===== src/rtl/riscv_mem_pkg.sv =====
// Shared data-memory definitions: store/load op codes and the store RMW FSM states.
// Used by riscv_store_rmw (option macro STORE_MISALIGN_CHECK_EN) and riscv_store_merge.
package riscv_mem_pkg;

   localparam logic [1:0] ST_SB  = 2'd0;
   localparam logic [1:0] ST_SH  = 2'd1;
   localparam logic [1:0] ST_SW  = 2'd2;
   localparam logic [1:0] ST_ILL = 2'd3;

   localparam logic [2:0] LD_LB  = 3'b000;
   localparam logic [2:0] LD_LH  = 3'b001;
   localparam logic [2:0] LD_LW  = 3'b010;
   localparam logic [2:0] LD_LBU = 3'b100;
   localparam logic [2:0] LD_LHU = 3'b101;

   typedef enum logic [2:0] {
      IDLE,
      READ,
      WAIT,
      WRITE,
      DONE
   } st_state_t;

   function automatic logic misaligned(input logic [1:0] op, input logic [1:0] lane);
      return ((op == ST_SH) && lane[0]) || ((op == ST_SW) && (lane != 2'b00));
   endfunction

endpackage


===== src/rtl/riscv_store_merge.sv =====
// Combinational lane merge for sub-word stores: drops the byte/half of wdata into the
// old memory word at the lane selected by the low address bits.
module riscv_store_merge
   import riscv_mem_pkg::*;
(
   input  logic [31:0] old_word,
   input  logic [31:0] wdata,
   input  logic [1:0]  st_op,
   input  logic [1:0]  lane,
   output logic [31:0] merged
);

   always_comb begin
      merged = old_word;
      case (st_op)
         ST_SB:   merged[{lane, 3'b000} +: 8]     = wdata[7:0];
         // Half lane uses addr[1] only; addr[0] is either rejected or truncated upstream.
         ST_SH:   merged[{lane[1], 4'b0000} +: 16] = wdata[15:0];
         ST_SW:   merged = wdata;
         default: merged = old_word;
      endcase
   end

endmodule


===== src/rtl/riscv_store_rmw.sv =====
// Store unit for a word-wide data memory without byte enables: SB/SH via read-modify-write,
// SW as a direct write. Define STORE_MISALIGN_CHECK_EN to reject misaligned SH/SW.
module riscv_store_rmw
   import riscv_mem_pkg::*;
#(
   parameter int unsigned ADDR_W     = 32,
   parameter int unsigned RD_LATENCY = 1
)
(
   input  logic              clk,
   input  logic              rst,
   input  logic              req_valid,
   output logic              req_ready,
   input  logic [1:0]        st_op,
   input  logic [ADDR_W-1:0] addr,
   input  logic [31:0]       wdata,
   output logic              done,
   output logic              err,
   output logic [ADDR_W-1:0] dm_addr,
   output logic              dm_rd_en,
   input  logic [31:0]       dm_rdata,
   output logic              dm_we,
   output logic [31:0]       dm_wdata
);

   localparam logic [1:0] CNT_INIT = 2'(RD_LATENCY - 1);

   st_state_t   state, state_n;
   logic [1:0]  op_q;
   logic [1:0]  lane_q;
   logic [31:0] wdata_q;
   logic [1:0]  cnt;
   logic        accept;
   logic        reject;
   logic [31:0] merged;

   // req_ready is registered from state_n == IDLE, so it already implies state == IDLE.
   assign accept = req_valid && req_ready;

   always_comb begin
      reject = (st_op == ST_ILL);
`ifdef STORE_MISALIGN_CHECK_EN
      reject = reject || misaligned(st_op, addr[1:0]);
`endif
   end

   always_comb begin
      state_n = state;
      case (state)
         IDLE: begin
            if (accept) begin
               if (reject)              state_n = DONE;
               else if (st_op == ST_SW) state_n = WRITE;
               else                     state_n = READ;
            end
         end
         READ:    state_n = WAIT;
         WAIT:    if (cnt == 2'd0) state_n = WRITE;
         WRITE:   state_n = DONE;
         DONE:    state_n = IDLE;
         default: state_n = IDLE;
      endcase
   end

   riscv_store_merge u_merge (
      .old_word (dm_rdata),
      .wdata    (wdata_q),
      .st_op    (op_q),
      .lane     (lane_q),
      .merged   (merged)
   );

   // Strobes are registered copies of the next-state decode, so at most one is high per cycle.
   always_ff @(posedge clk) begin
      if (rst) begin
         state     <= IDLE;
         req_ready <= 1'b1;
         done      <= 1'b0;
         err       <= 1'b0;
         dm_rd_en  <= 1'b0;
         dm_we     <= 1'b0;
         dm_addr   <= '0;
         dm_wdata  <= '0;
         op_q      <= ST_SB;
         lane_q    <= '0;
         wdata_q   <= '0;
         cnt       <= '0;
      end else begin
         state     <= state_n;
         req_ready <= (state_n == IDLE);
         dm_rd_en  <= (state_n == READ);
         dm_we     <= (state_n == WRITE);
         done      <= (state_n == DONE);
         err       <= accept && reject;

         if (accept) begin
            op_q    <= st_op;
            lane_q  <= addr[1:0];
            wdata_q <= wdata;
            dm_addr <= {addr[ADDR_W-1:2], 2'b00};
            if (!reject && (st_op == ST_SW)) dm_wdata <= wdata;
         end

         if (state == READ)                       cnt <= CNT_INIT;
         else if ((state == WAIT) && (cnt != 2'd0)) cnt <= cnt - 2'd1;

         if ((state == WAIT) && (cnt == 2'd0)) dm_wdata <= merged;
      end
   end

endmodule


===== config.mk =====
export PLATFORM = sky130hd
export DESIGN_NAME = riscv_store_rmw
export DESIGN_NICKNAME = d
export VERILOG_FILES = /design/src/rtl/riscv_mem_pkg.sv /design/src/rtl/riscv_store_merge.sv /design/src/rtl/riscv_store_rmw.sv
export SDC_FILE = /design/constraint.sdc
export NUM_CORES = 1
export LEC_CHECK = 0
export ABC_AREA = 1
export CAP_MARGIN = 20
export CORE_ASPECT_RATIO = 0.5
export CORE_MARGIN = 3
export CORE_UTILIZATION = 30
export CTS_CLUSTER_DIAMETER = 50
export DETAILED_ROUTE_END_ITERATION = 12
export PLACE_DENSITY = 0.56
export SETUP_SLACK_MARGIN = 0.15
export SYNTH_ARGS = -nofsm -noshare
export SYNTH_HDL_FRONTEND = slang
export SYNTH_SLANG_ARGS = --single-unit
export TNS_END_PERCENT = 10

===== constraint.sdc =====
create_clock -name clk -period 1.74 [get_ports clk]
set_input_delay 0.522 -clock clk [delete_from_list [all_inputs] [get_ports clk]]
set_output_delay 0.522 -clock clk [all_outputs]
set_load 0.02 [all_outputs]

==> results.cfg, run 1 <==
[synthesis]
async_flop_share_pct = 0
yosysMostFrequentCell = nand2_1
synth_flop_cell = dfxtp_1
synth_warnings = 0
ys_seq_area_share_pct = 35.4
netlist_top_cells_count = nand2_1, nor2_1, o21ai_0, dfxtp_1, a21oi_1
syn_area_mm2 = 0.00612
yosysUniqueCellTypes = 30
yosysTopAreaCell = dfxtp_1
synthCells = 1002
synth_edf_count = 0
synth_seq_cells = 108
postSynthAreaPerCell_um2 = 6.10
ys_top_cells_by_area = dfxtp_1, nand2_1, nor2_1
netlist.area_leader.share_pct = 35.4

[setup_path]
end_kind = register
startpoint = lane_q[1]$_SDFFE_PP0N_
reg2reg_to = dm_wdata[19]$_SDFFE_PP0P_
crit_chain = inv_6 -> ha_4 -> inv_4 -> nor2_4 -> nand3_2 -> nand2_1 -> nand2_1 -> nand2_2 -> nand2_2 -> a21oi_2
critPathKind = register to register
crit_required_ps = 2040
path_max_fanout = 8
crit_buf_inv = 2
startpoint_type = register
crit_slowest_cell = dfxtp_4
crit_family = simple AND/OR/NAND/NOR gates
critPathMaxStageDelay_ps = 390
cp.depth = 10
cp.arrival_ps = 1960
rrSetupSlack_ps = 80
rr_worst_depth = 10
r2r-start = lane_q[1]$_SDFFE_PP0N_

[global_routing]
grt_pass1_wl_um = 34600
grt_max_degree = 57
track_usage_pct = 19.5
antenna_found_initial = 0
grt-ovfl-total = 0
grt_pass1_vias = 6354

[pwr]
p_int_uw = 5090
switching_power_uw = 3250
p_leak_uw = 0.00402
vdd_drop_max_mv = 0.499
swShare_pct = 39.0
p_total_uw = 8340
pwr-share-clk_pct = 25.5
power_frac_comb_pct = 37.4
p_per_area_mw_per_mm2 = 969
seq_power_share_pct = 37.1

[cts]
clkLatencyLatePin_ps = 360
cts_root_buf = clkbuf_16
htreeDepth = 3
cts_tree = built
cts_buffers = 9
clockBufferDepth = 2
path_clk_slew_ps = 80
cts.sinks = 108

[drt]
route.vias.total = 6844
viasPerCell = 4.78
ant_nets = 0
wl_um = 22200
wl_met2_um = 9890
top_layer = met4
drc = 0
post_drt_wl_per_cell_um = 15.5
wl_met1_um = 10400
drtIter0Drc = 482
dr.pass1.iters = 5
dr_wl_met3_um = 1330

[floorplanning]
io_pins = 170
rows = 36
start_util_pct = 31.0
die_w_um = 208
die_area_mm2 = 0.0222
core_mm2 = 0.0197
dieHeight_um = 107

[min_path]
min_path_type = register to register
min_path_cells = 2
min_to = wdata_q[19]$_SDFFE_PP0N_
min_from = wdata_q[19]$_SDFFE_PP0N_

[sta]
period_share_pct = 95.6
setup_viol_count_final = 0
timing.final.ws_setup_ps = 77.2
clock.fmax_mhz = 601
setup-tns-final_ps = 0
slew_violations = 0
hold_viol = 0
slew_headroom_pct = 43.2
rsz0062_at_grt = yes
tightest_slew_ps = 850
period_needed_ps = 1660
fin_skew_ps = 7.00

[placement]
place.gp.congestion = 0.902
port_buffers = 167
dpl.hpwl_um = 16400
place_ws_ps = -227

[layout]
layout-drive-gt1-share_pct = 11.2
fill_cells = 2106
area_delta_synth_final_pct = 40.7
nets = 1268
fin_util_pct = 43.6
diodes = 0

[status]
status = finished, final reports clean

[run]
maxCapViolCount = 0
final cells by class:
type                            count  area (um2)  area share (%)
Clock inverter                      7        78.8           0.916
Clock buffer                        9         225            2.62
Timing Repair Buffer              208        2060            23.9
Inverter                           43         175            2.04
Sequential cell                   108        2170            25.2
Multi-Input combinational cell    791        3570            41.5
Tap cell                          266         333            3.87
power groups by stage:
stage / combinational, uW / sequential [uW] / clock (uW)
3_3_place_gp: 3120 / 3150 / 0
6_report: 3120 / 3100 / 2130
3_5_place_dp: 3150 / 3150 / 0
2_1_floorplan: 1550 / 3400 / 0
5_1_grt: 3450 / 3150 / 2300
4_1_cts: 3050 / 3090 / 2180
flip-flops by register name, summed over array words and instances, names as in the netlist:
signal / cells
cnt: 2
wdata_q: 32
req_ready: 1
dm_rd_en: 1
err: 1
dm_addr: 30
state: 3
done: 1
dm_we: 1
op_q: 2
lane_q: 2
dm_wdata: 32
stage by stage:
step | std cells | hold slack (ps) | cell area [um2]
detailed placement | 1410 | 473 | 8170
floorplan | 1003 | 449 | 6160
finish | 1432 | 484 | 8610
global placement | 1410 | 462 | 8170
global route | 1432 | 510 | 8610
CTS | 1426 | 489 | 8470
worst reg2reg max path: cells and delay by family, from the launching register on:
kind                       cells  cell delay, ps
AOI/OAI and AO/OA              1             120
DFF                            1             390
and+or+nand+nor                6             710
buffers and inverters          2             100
adders and majority gates      1             310
how the worst max path moves through the flow:
stage                                      to  slack (ps)
finish              dm_wdata[19]$_SDFFE_PP0P_          80
global route        dm_wdata[20]$_SDFFE_PP0P_           5
CTS                  dm_wdata[8]$_SDFFE_PP0P_         120
detailed placement   dm_wdata[8]$_SDFFE_PP0P_        -230
global placement    dm_wdata[28]$_SDFFE_PP0P_        -140
floorplan           dm_wdata[10]$_SDFFE_PP0P_         130
layer usage:
layer | up-vias | GRT usage (%)
met5 | - | 0
met3 | 33 | 4.68
met2 | 205 | 30.4
met1 | 3104 | 26.6
met4 | 0 | 6.73
li1 | 3502 | -
cells by family (layout without fill, tap and decap cells):
logic type | after synthesis | in the layout | synth area share [%]
and+or+nand+nor | 580 | 580 | 38.2
buffers and inverters | 104 | 267 | 8.37
AOI/OAI and AO/OA | 203 | 203 | 16.8
other | 1 | 2 | 0.0613
adders and majority gates | 6 | 6 | 1.23
DFF | 108 | 108 | 35.4
cell usage in the layout, fill, tap and decap left out, types with 4 or more instances in the layout:
cell type          n
clkdlybuf4s50_1  100
inv_1             29
inv_6              4
nand3_1           29
nor2_1           208
clkdlybuf4s15_2    6
nand2_1          297
buf_4             30
nor2_2            13
nand2_2           11
inv_2              8
o21ai_1           10
nand3_2            6
clkbuf_16          9
a21oi_1           48
dlygate4sd2_1     40
nor2_4             8
clkdlybuf4s15_1   21
buf_12             9
o21ai_0          136
dfxtp_1          105
a21oi_2            6
timing repair:
| action | in CTS | in global routing |
|---|---|---|
| pin swaps | 2 | 15 |
| hold buffers | 0 | 0 |
| endpoints found under the setup margin | 92 | 82 |
| resized for setup | 114 | 27 |
| endpoints found under the hold margin | 0 | 0 |
| setup buffers | 0 | 6 |
No activity file was read; power rests on OpenSTA's default activity.
==> run 2, diff against run 1 <==
Settings changed: CTS_CLUSTER_SIZE from default to 12.
==> results of run 2 <==
The final DEF is identical to that of run 1; final timing and power are the same.
==> run 3, diff against run 2 <==
Settings changed: CTS_CLUSTER_SIZE 12 to 8, GPL_TIMING_DRIVEN from default to 0.
==> results.cfg, run 3 (synthesis gave the netlist of run 1 again) <==
[status]
status = complete, but fails checks
violations = negative setup slack

[cts]
cts_tree = built
path_clk_slew_ps = 80
clockBufferDepth = 2
hold_buffers = 0
cts_buffers = 9
clkLatencyLatePin_ps = 360
htreeDepth = 3
cts.sinks = 108
cts_root_buf = clkbuf_16

[pwr]
swShare_pct = 39.1
power_frac_comb_pct = 38.6
p_int_uw = 5180
seq_power_share_pct = 36.5
vdd_drop_max_mv = 0.527
p_per_area_mw_per_mm2 = 981
switching_power_uw = 3330
pwr-share-clk_pct = 25.0
p_leak_uw = 0.00401
p_total_uw = 8510

[layout]
area_delta_synth_final_pct = 41.8
top_regs = dm_wdata: 32 flops, wdata_q: 32 flops, dm_addr: 30 flops
final_cell_mix = nand2_1, nor2_1, o21ai_0
nets = 1293
diodes = 0
final_common_cell = nand2_1
fill_cells = 2118
layoutNonFillerInstCount = 1456
layout-drive-gt1-share_pct = 15.0
fin_util_pct = 44.0

[sta]
slew_headroom_pct = 58.7
period_share_pct = 101
setup_viol_count_final = 2
holdWs_ps = 454
tightest_slew_ps = 620
timing.final.ws_setup_ps = -22.2
clock.fmax_mhz = 567
fin_skew_ps = 10.8
slew_violations = 0
period_needed_ps = 1760
rsz0062_at_grt = yes
hold_viol = 0

[placement]
port_buffers = 166
place_inst = 1435
place_ws_ps = -561
dpl.hpwl_um = 18900
place.gp.congestion = 0.912

[floorplanning]
core_mm2 = 0.0197
die_w_um = 208
die_area_mm2 = 0.0222
io_pins = 170
dieHeight_um = 107
rows = 36
start_util_pct = 31.0

[setup_path]
crit_required_ps = 2020
critPathKind = register to register
startpoint_type = register
crit_slowest_cell = dfxtp_2
critPathMaxStageDelay_ps = 350
cp.arrival_ps = 2040
path_max_fanout = 8
crit_chain = buf_8 -> inv_8 -> buf_12 -> ha_4 -> inv_4 -> nor2_4 -> nand3_1 -> nand2_1 -> nand2_1 -> nand2_1 -> nand2_1 -> a21oi_1
crit_buf_inv = 4
crit_family = simple AND/OR/NAND/NOR gates
end_kind = register
cp_common_cell = nand2_1

[drt]
viasPerCell = 4.81
wl_um = 24000
drc = 0
dr.pass1.iters = 7
route.vias.total = 7008
post_drt_wl_per_cell_um = 16.5
ant_nets = 0
drtIter0Drc = 590

[run]
maxCapViolCount = 0

[global_routing]
grt-ovfl-total = 0
antenna_found_initial = 0
grt_pass1_wl_um = 36600
grt_pass1_vias = 6527
track_usage_pct = 21.1
grt_max_degree = 19

[min_path]
min_path_type = input pin to register
run 3: cell count changes in the layout (fill, tap and decap cells not counted), moves of 8 or more:
cell / delta
nand2_1: -12
nand2_2: +8
buf_4: -16
buf_12: -8
clkdlybuf4s15_1: +11
clkbuf_2: +23
buf_2: +19
clkbuf_1: +13
dlygate4sd2_1: -23
run 3: area by class of cell:
type / count / area, um2 / area share, %
multi-input combinational: 791 / 3680 / 42.5
sequential: 108 / 2170 / 25.0
timing repair buffer: 172 / 1600 / 18.5
buffer: 61 / 395 / 4.56
tap: 266 / 333 / 3.84
clock buffer: 9 / 225 / 2.60
inverter: 43 / 195 / 2.25
clock inverter: 6 / 71.3 / 0.822
run 3: worst paths after layout:
check | from | endpoint | slack (ps) | cells after the start
worst max-delay path | lane_q[1]$_SDFFE_PP0N_ | dm_wdata[20]$_SDFFE_PP0P_ | -20 | 12
worst min-delay path | rst | op_q[1]$_SDFFE_PP0N_ | 450 | 2
worst max register to register | lane_q[1]$_SDFFE_PP0N_ | dm_wdata[20]$_SDFFE_PP0P_ | -20 | 12
worst min register to register | cnt[0]$_SDFFE_PP0P_ | cnt[0]$_SDFFE_PP0P_ | 480 | 2
run 3: power groups by stage:
stage | Clock (uW) | Sequential, uW | Combinational [uW]
global placement | 0 | 3130 | 3160
finish | 2120 | 3100 | 3280
CTS | 2190 | 3100 | 3220
global route | 2280 | 3150 | 3590
detailed placement | 0 | 3150 | 3190
floorplan | 0 | 3400 | 1550
run 3: stage by stage:
step / instance area [um2] / setup TNS, ps
3_5_place_dp: 8150 / -35750
3_3_place_gp: 8150 / -34110
5_1_grt: 8670 / -2200
2_1_floorplan: 6160 / 0
6_report: 8670 / -39.5
4_1_cts: 8650 / -40.3
run 3: worst register-to-register path, cell delays in order, from the launching register on:
cell and delay [ps]:
dfxtp_2 350, buf_8 120, inv_8 30, buf_12 120
ha_4 310, inv_4 50, nor2_4 190, nand3_1 130
nand2_1 70, nand2_1 50, nand2_1 60, nand2_1 50
a21oi_1 150
run 3: timing repair:
item / CTS / global route
setup endpoints to repair: 147 / 77
resized for setup: 161 / 70
setup buffers: 6 / 0
pin swaps: 34 / 23
run 3: metal layers:
layer | part of all wire, % | vias up | wire length [um] | global-route usage (%)
met5 | 0 | - | 0 | 0
met4 | 2.0 | 0 | 482 | 6.44
met3 | 7.2 | 23 | 1720 | 4.82
met2 | 43 | 235 | 10400 | 32.0
met1 | 48 | 3205 | 11400 | 29.8
li1 | - | 3545 | - | -
